[config.mk]
export PLATFORM = sky130hd
export DESIGN_NAME = mux_gpr
export DESIGN_NICKNAME = d
export VERILOG_FILES = /design/src/rtl/mux_gpr.sv
export SDC_FILE = /design/constraint.sdc
export NUM_CORES = 1
export LEC_CHECK = 0
export ABC_AREA = 1
export CAP_MARGIN = 25
export CORE_MARGIN = 8
export CORE_UTILIZATION = 33
export CTS_BUF_LIST = sky130_fd_sc_hd__clkbuf_4
export CTS_CLUSTER_DIAMETER = 30
export DETAILED_ROUTE_END_ITERATION = 8
export PLACE_DENSITY = 0.78
export SYNTH_ARGS = -nofsm -noshare
export SYNTH_HDL_FRONTEND = slang
export SYNTH_SLANG_ARGS = --single-unit
[constraint.sdc]
create_clock -name clk -period 1.4 [get_ports clk]
set_clock_uncertainty 0.05 [all_clocks]
set_input_delay 0.21 -clock clk [delete_from_list [all_inputs] [get_ports clk]]
set_output_delay 0.21 -clock clk [all_outputs]
set_load 0.02 [all_outputs]
[src/rtl/mux_gpr.sv]
// Operand bypass mux: combinational select between write-back and register-file
// data, plus registered copies of the result/select and a saturating bypass counter.
module mux_gpr #(
  parameter int unsigned WIDTH = 32,
  parameter int unsigned CNT_W = 16
) (
  input  logic             sel,
  input  logic [WIDTH-1:0] wd,
  input  logic [WIDTH-1:0] rdata,
  output logic [WIDTH-1:0] out,
  input  logic             clk,
  input  logic             rst,
  output logic [WIDTH-1:0] out_q,
  output logic             sel_q,
  output logic [CNT_W-1:0] bypass_cnt
);

  localparam logic [CNT_W-1:0] CNT_MAX = {CNT_W{1'b1}};

  logic [WIDTH-1:0] out_d;
  logic             sel_d;
  logic [CNT_W-1:0] bypass_cnt_d;
  logic [CNT_W-1:0] bypass_cnt_q;

  // Operand select; stays live during reset.
  assign out = sel ? wd : rdata;

  // Next-state: registered copies and a counter that sticks at all-ones.
  always_comb begin
    out_d        = out;
    sel_d        = sel;
    bypass_cnt_d = bypass_cnt_q;
    if (sel && (bypass_cnt_q != CNT_MAX)) begin
      bypass_cnt_d = bypass_cnt_q + CNT_W'(1);
    end
  end

  always_ff @(posedge clk or posedge rst) begin
    if (rst) begin
      out_q        <= '0;
      sel_q        <= 1'b0;
      bypass_cnt_q <= '0;
    end else begin
      out_q        <= out_d;
      sel_q        <= sel_d;
      bypass_cnt_q <= bypass_cnt_d;
    end
  end

  assign bypass_cnt = bypass_cnt_q;

endmodule

==> out/metrics.csv <==
stage,metric,value,unit
outcome,outcome,"complete, but fails checks",
outcome,violations,setup timing,
global_routing,antenna_found_initial,0,
critical_path,r2r-start,bypass_cnt[9],
critical_path,slowest_delay,0.46,ns
critical_path,cp_data_arrival_time,1.62,ns
power_and_ir_drop,leakage,2.05,nW
critical_path,start_kind,flop,
detailed_routing,route.detailed.drc,0,
clock_network,cts_made_buffers,5,
sta,fmax,706,MHz
layout,syn_to_final_growth,79.1,%
flow_run,drv_cap,0,
sta,setup-tns-final,-0.0319,ns
detailed_routing,avgRoutedWirePerCell,15.1,um
global_routing,grt_pass1_vias,2731,
global_routing,overflow,0,
synth,synth.distinct_cells,22,
floorplanning,die_h,98.6,um
floorplanning,num_io_pins,148,
critical_path,rrSetupSlack,-0.02,ns
sta,drv_slew,0,
critical_path,critPathSlowestCell,dfrtp_1,
sta,setup_viol,4,
detailed_routing,routed_via_density,4.56,
clock_network,cts_root_buf,clkbuf_4,
clock_network,clkSlewWorstSetupHoldPaths,0.14,ns
critical_path,crit_path_end_kind,flop,
place,place_congestion,0.801,
hold_path,hold_path_class,in -> async,
layout,multi_input_area,1010,um^2
floorplanning,die_w,98.6,um
synth,synthTopCellsByCount,"152 x nand2_1, 49 x dfrtp_1, 14 x inv_1, 14 x nor2_1, 9 x nand3_1",
synth,synth_warnings,0,
synth,synthArstFlopShare,1.00,
critical_path,worstPathCellList,nand2_2 -> nor2_4 -> nand2_2 -> nor2_4 -> nor2_2 -> nand2_1 -> nand2_1,
critical_path,r2r_end,bypass_cnt[3],
sta,layout_min_cycle_time,1.42,ns
synth,syn_area_per_cell,7.99,um^2
global_routing,grtUsageTotal,0.170,
synth,ys_ff_latch,49,
global_routing,grt_start_max_net_pins,24,
layout,seq_area,1230,um^2
clock_network,htree_num_levels,2,
clock_network,cts_max_path_buffers,2,
synth,yosys.area.top_type,dfrtp_1,
floorplanning,initial_utilization,0.337,
sta,worst_slack,-0.0174,ns
detailed_routing,dr.pass1.iters,4,
clock_network,insertion_delay,0.35,ns
layout,nets,533,
synth,synth_edf_count,0,
sta,grt_setup_unrepaired,true,
clock_network,cts.sinks,49,
layout,final_util,0.604,
place,portBuffers,147,
power_and_ir_drop,vdd_ir_drop_max,0.420,mV
layout,n_antenna_cell,0,
critical_path,crit_fanout,5,
synth,syn_nets,350,
synth,syn_area,2250,um^2
critical_path,reg2reg_depth,7,
layout,drive_above_1_share,0.282,
layout,num-fill-cells,639,
critical_path,required,1.60,ns
synth,yosysMostFrequentCell,nand2_1,
synth,ys.flop_type,dfrtp_1,
critical_path,criticalPathCategory,reg -> reg,
place,hpwl,6380,um
floorplanning,fp-row-count,30,
sta,slew_headroom,0.809,
sta,timing.hold.ws,0.0892,ns
synth,yosysTopAreaCellShare,0.544,
sta,hold_viol_final,0,
detailed_routing,ant_nets,0,
sta,post-route-period-util,1.01,
synth,ys_seq_area_frac,0.544,
power_and_ir_drop,power,3.75,mW
sta,tightestPinTransition,0.286,ns
floorplanning,core_area,6680,um^2
floorplanning,fp.dieArea,9720,um^2
detailed_routing,dr.first_iter.drc_count,64,
detailed_routing,num_vias,2484,
synth,synth_area_leaders,"dfrtp_1 54%, nand2_1 25%, inv_1 2.3%",
power_and_ir_drop,power.density,930,nW/um^2
global_routing,grt_pass1_wl,13200,um
detailed_routing,routed_wl,8260,um
synth,netlist_instances,282,
clock_network,cts_tree,done,
-- registers in the layout, summed over array words and instances (netlist names) --
name / cells
bypass_cnt: 16
out_q: 32
sel_q: 1
-- power by group --
part / leakage, nW / switching (mW) / internal, mW
sequential: 0.595 / 0.145 / 1.57
combinational: 1.42 / 0.745 / 0.652
clock: 0.0315 / 0.434 / 0.206
total: 2.05 / 1.32 / 2.43
-- logic make-up after synthesis --
logic type               count (synthesis)  synth area share
AO/OA/AOI/OAI                            6            0.0150
XOR/XNOR                                 3            0.0117
adder cells (fa/ha/maj)                  1           0.00555
buffers and inverters                   24            0.0433
flip-flops                              49             0.544
AND/OR/NAND/NOR                        199             0.380
-- per-layer routing --
metal	part of all wire	up-vias	global-route usage
li1	-	1233	-
met1	0.38	1145	0.176
met2	0.52	95	0.305
met3	0.084	11	0.0669
met4	0.016	0	0.0555
met5	0	-	0
-- through the flow --
| stage | worst slack [ns] | cells | area (um^2) |
|---|---|---|---|
| final | -0.0174 | 545 | 4030 |
| after global routing | -0.0949 | 545 | 4030 |
| after CTS | -0.00663 | 543 | 4030 |
| after detailed placement | -0.679 | 528 | 4070 |
| after global placement | -0.629 | 528 | 4070 |
| after floorplan | -0.00825 | 282 | 2270 |
-- cell usage in the layout (no fill, tap or decap), drive strengths merged, types with 2 or more instances in the layout --
| master | netlist | layout |
|---|---|---|
| clkdlybuf4s15 | 0 | 5 |
| nand4 | 7 | 7 |
| dlygate4sd2 | 0 | 33 |
| xnor2 | 2 | 2 |
| dfrtp | 49 | 49 |
| buf | 4 | 75 |
| nor2 | 22 | 23 |
| inv | 17 | 16 |
| o21ai | 6 | 6 |
| nand3 | 9 | 9 |
| nand2 | 157 | 157 |
| clkbuf | 3 | 10 |
| clkdlybuf4s50 | 0 | 65 |
| nand3b | 3 | 3 |
-- worst max path at each step --
stage / end / startpoint / depth (start not counted) / slack, ns
finish: bypass_cnt[3] / bypass_cnt[9] / 7 / -0.02
CTS: bypass_cnt[3] / bypass_cnt[3] / 1 / -0.007
global route: bypass_cnt[13] / bypass_cnt[1] / 7 / -0.09
detailed placement: out[31] / sel / 5 / -0.68
floorplan: bypass_cnt[10] / bypass_cnt[0] / 8 / -0.008
global placement: out[31] / sel / 5 / -0.63
-- repair_timing --
action / in CTS / in global routing
setup buffers: 6 / 2
hold buffers: 0 / 0
pin swaps: 6 / 9
resized for setup: 216 / 31
gates cloned: 2 / 0
endpoints found under the setup margin: 96 / 30
-- layout make-up --
cell class	instances	share of cell area
clock buffers	6	0.0112
clock inverters	1	0.00124
flip-flops and latches	49	0.306
well taps	80	0.0248
repair buffers	182	0.388
multi-input cells	210	0.251
inverters	17	0.0174
-- critical path: cells and delay by family, from the launching register on --
kind | cells | cell delay [ns]
DFF | 1 | 0.46
and+or+nand+nor | 7 | 0.80
Power figures use the tool's default switching activity.
==> variant 1 (same settings) <==
`WIDTH`: 32 -> 24.
--- a/src/rtl/mux_gpr.sv
+++ b/src/rtl/mux_gpr.sv
@@ -3,3 +3,3 @@
 module mux_gpr #(
-  parameter int unsigned WIDTH = 32,
+  parameter int unsigned WIDTH = 24,
   parameter int unsigned CNT_W = 16
Ports: changed (resized out, out_q, rdata and wd); port bits go from 148 to 116. No check against the original RTL was run, so the function may have changed too.
==> variant 1 against the unedited design <==
The run still ends with negative setup slack left. Global-route usage down 0.66 points. Sequential cell count fell by 8. Utilization decreased by 0.088 points. Wire length shrank 15%. Sequential share of layout area fell by 1.5 points. Final cell count fell by 11%. Non-clock buffer count decreased by 31. Worst setup slack worse by 0.0086 ns. Maximum frequency down 0.60%. Total power decreased by 9.2%. Synthesized cell count is 9.2% lower. Final area decreased by 12%. Area after synthesis decreased by 12%. Count of clock-buffer cells in the layout up 1. Critical path type unchanged. Largest cell class unchanged. Largest power group unchanged. Highest routed layer unchanged.
==> variant 1: results <==
[detailed_routing]
num_vias = 2190
routed_wl_um = 7000
drtIter0Drc = 51

[status]
violations = negative setup slack
status = complete, but fails checks

[layout]
num-nets-final = 461
fillers = 549
fin_util = 0.603

[power_and_ir_drop]
p_int_mw = 2.18
swShare = 0.358
ir_drop_v = 0.000474
p_comb_mw = 1.32

[yosys]
yosysSeqAreaShare = 0.517
synth-adder-area-share = 0.00630
synth_top_area_share = 0.517
synthXorXnorAreaFrac = 0.0221

[placement]
dp.cells = 472
portBuffers = 115
dpl_worst_slack_ns = -0.653
place_congestion = 0.756

[grt]
grt_usage = 0.163
grt_max_degree = 20

[timing]
setup_viol = 3
layout_setup_ws_ns = -0.0259
relSlewSlack = 0.748

[worst_setup_path]
worstPathArrival_ns = 1.60
reg2reg_from = bypass_cnt[0]$_DFFE_PP0P_
[variant 1: cell types whose count changed in the layout (fill, tap and decap cells not counted), sizes merged, moves of 4 or more]
cell and delta:
buf -34, clkdlybuf4s15 +17, clkdlybuf4s50 -16, nand2 -14, dfrtp -8, clkbuf +7, dlygate4sd2 -4
[variant 1: layout make-up]
class | count | area share
repair buffers | 151 | 0.391
flip-flops and latches | 41 | 0.291
multi-input cells | 191 | 0.252
well taps | 75 | 0.0265
inverters | 18 | 0.0212
clock buffers | 7 | 0.0148
repair inverters | 1 | 0.00247
clock inverters | 1 | 0.00106
[variant 1: path summary, 6_finish.rpt]
| kind | to | slack (ns) |
|---|---|---|
| worst min-delay path | out_q[11]$_DFF_PP0_ | 0.07 |
| worst min register to register | bypass_cnt[1]$_DFFE_PP0P_ | 0.52 |
| max in group asynchronous | bypass_cnt[14]$_DFFE_PP0P_ | 0.78 |
| min in group clk | sel_q$_DFF_PP0_ | 0.17 |
| worst max-delay path | bypass_cnt[11]$_DFFE_PP0P_ | -0.03 |
| worst max register to register | bypass_cnt[11]$_DFFE_PP0P_ | -0.03 |
[variant 1: critical path, delay by kind of cell, from the launching register on]
kind / cells / cell delay (ns)
flip-flops: 1 / 0.44
adder cells (fa/ha/maj): 1 / 0.16
buffers and inverters: 2 / 0.18
AND/OR/NAND/NOR: 5 / 0.40
AO/OA/AOI/OAI: 1 / 0.06
[variant 1: timing repair]
item	4_1_cts	5_1_grt
setup buffers	1	3
endpoints found under the setup margin	80	51
pin swaps	0	1
hold buffers	0	0
cloned	1	0
gates resized for setup	131	31
[variant 1: metal layers]
| metal | track usage | part of all wire |
|---|---|---|
| met1 | 0.155 | 0.35 |
| met2 | 0.281 | 0.49 |
| met3 | 0.103 | 0.15 |
| met4 | 0.0542 | 0.015 |
| met5 | 0 | 0 |
==> variant 2 (config.mk and constraints unchanged) <==
Without the edit above. The output `out_q` loses its register stage (`out_q` becomes a continuous assignment).
--- a/src/rtl/mux_gpr.sv
+++ b/src/rtl/mux_gpr.sv
@@ -39,3 +39,2 @@
     if (rst) begin
-      out_q        <= '0;
       sel_q        <= 1'b0;
@@ -43,3 +42,2 @@
     end else begin
-      out_q        <= out_d;
       sel_q        <= sel_d;
@@ -49,2 +47,4 @@
 
+  assign out_q = out_d;
+
   assign bypass_cnt = bypass_cnt_q;
Formal check against the unedited RTL: not equivalent (a bounded check fails within 4 cycles, from zero or initial values and one cycle with rst high).
==> variant 2 against the unedited design <==
The flow still finishes with violations (negative setup slack). Non-clock buffer count down 1. Synthesized cell count is 0.71% higher. Final area is 23% lower. Worst setup slack improved by 0.0019 ns. Final cell count shrank 8.4%. First-iteration DRC count increased by 20%. Sequential cell count shrank 32. Highest routed layer unchanged. Wire length is 9.4% lower. Maximum frequency rose by 0.13%. Total power down 39%. Area after synthesis decreased by 25%. Largest power group is now combinational logic.
==> variant 2: results <==
[yosys]
synth_compound_area_frac = 0.0304
postSynthNetCount = 352
synth-adder-area-share = 0.00741
syn_inst = 284
synthTopCellsByArea = nand2_1, dfrtp_1, buf_4
ys_top_cells_by_count = nand2_1, buf_4, inv_1, dfrtp_1, nor2_1
yosysUniqueCellTypes = 21

[clock_tree]
clkTransAtPathRegs_ns = 0.11
cts_max_level = 1
post_cts_resized = 278
post_cts_buffers = 3

[power_and_ir_drop]
leakage_nw = 1.66
swShare = 0.426

[grt]
grt_pass1_wl_um = 11200
grt_usage = 0.182
grt_pass1_vias = 2256
grtUsageMet2 = 0.343

[status]
status = complete, but fails checks
violations = negative setup slack

[timing]
layout_setup_ws_ns = -0.0155
setup_viol = 7
finalSetupTns_ns = -0.0721
hold_ws_ns = 0.156

[detailed_routing]
viasPerCell = 4.52
routedWlPerCell_um = 15.0
dr_wl_met3_um = 685
routed_wl_um = 7480
wl_met2_um = 4070

[placement]
hpwlAfterDp_um = 5860
dp.cells = 484
placed_cell_area_um2 = 3190

[layout]
fillers = 501
area_growth_pct = 83.7
drive_gt1_frac = 0.347

[worst_setup_path]
cpLargestDelayFamily = flip-flops
slowest_stage = dfrtp_2
rr_worst_depth = 9
r2r-end = bypass_cnt[7]$_DFFE_PP0P_
variant 2: changes by cell type after synthesis, moves of 2 or more:
cell      before  now
o21ai_1        3    0
clkbuf_1       3    5
inv_2          3    0
nand2_4        3    0
o21ai_2        1    3
inv_1         14   19
buf_4          1   32
nand2_1      152  155
o21ai_0        2    5
nand4_1        7    5
buf_2          3    1
nand2_2        2    4
nand3b_1       3    1
dfrtp_1       49   17
variant 2: cell type report:
type	instances	share of cell area
clock buffers	4	0.00968
well taps	70	0.0282
flip-flops and latches	17	0.142
repair buffers	181	0.477
multi-input cells	208	0.319
inverters	19	0.0238
variant 2: power by group through the flow:
stage          sequential (mW)  clock [mW]  combinational [mW]
6_report                 0.673       0.296                1.31
5_1_grt                  0.684       0.313                1.40
4_1_cts                  0.680       0.296                1.28
3_5_place_dp             0.694           0                1.40
3_3_place_gp             0.688           0                1.39
2_1_floorplan            0.773           0               0.616
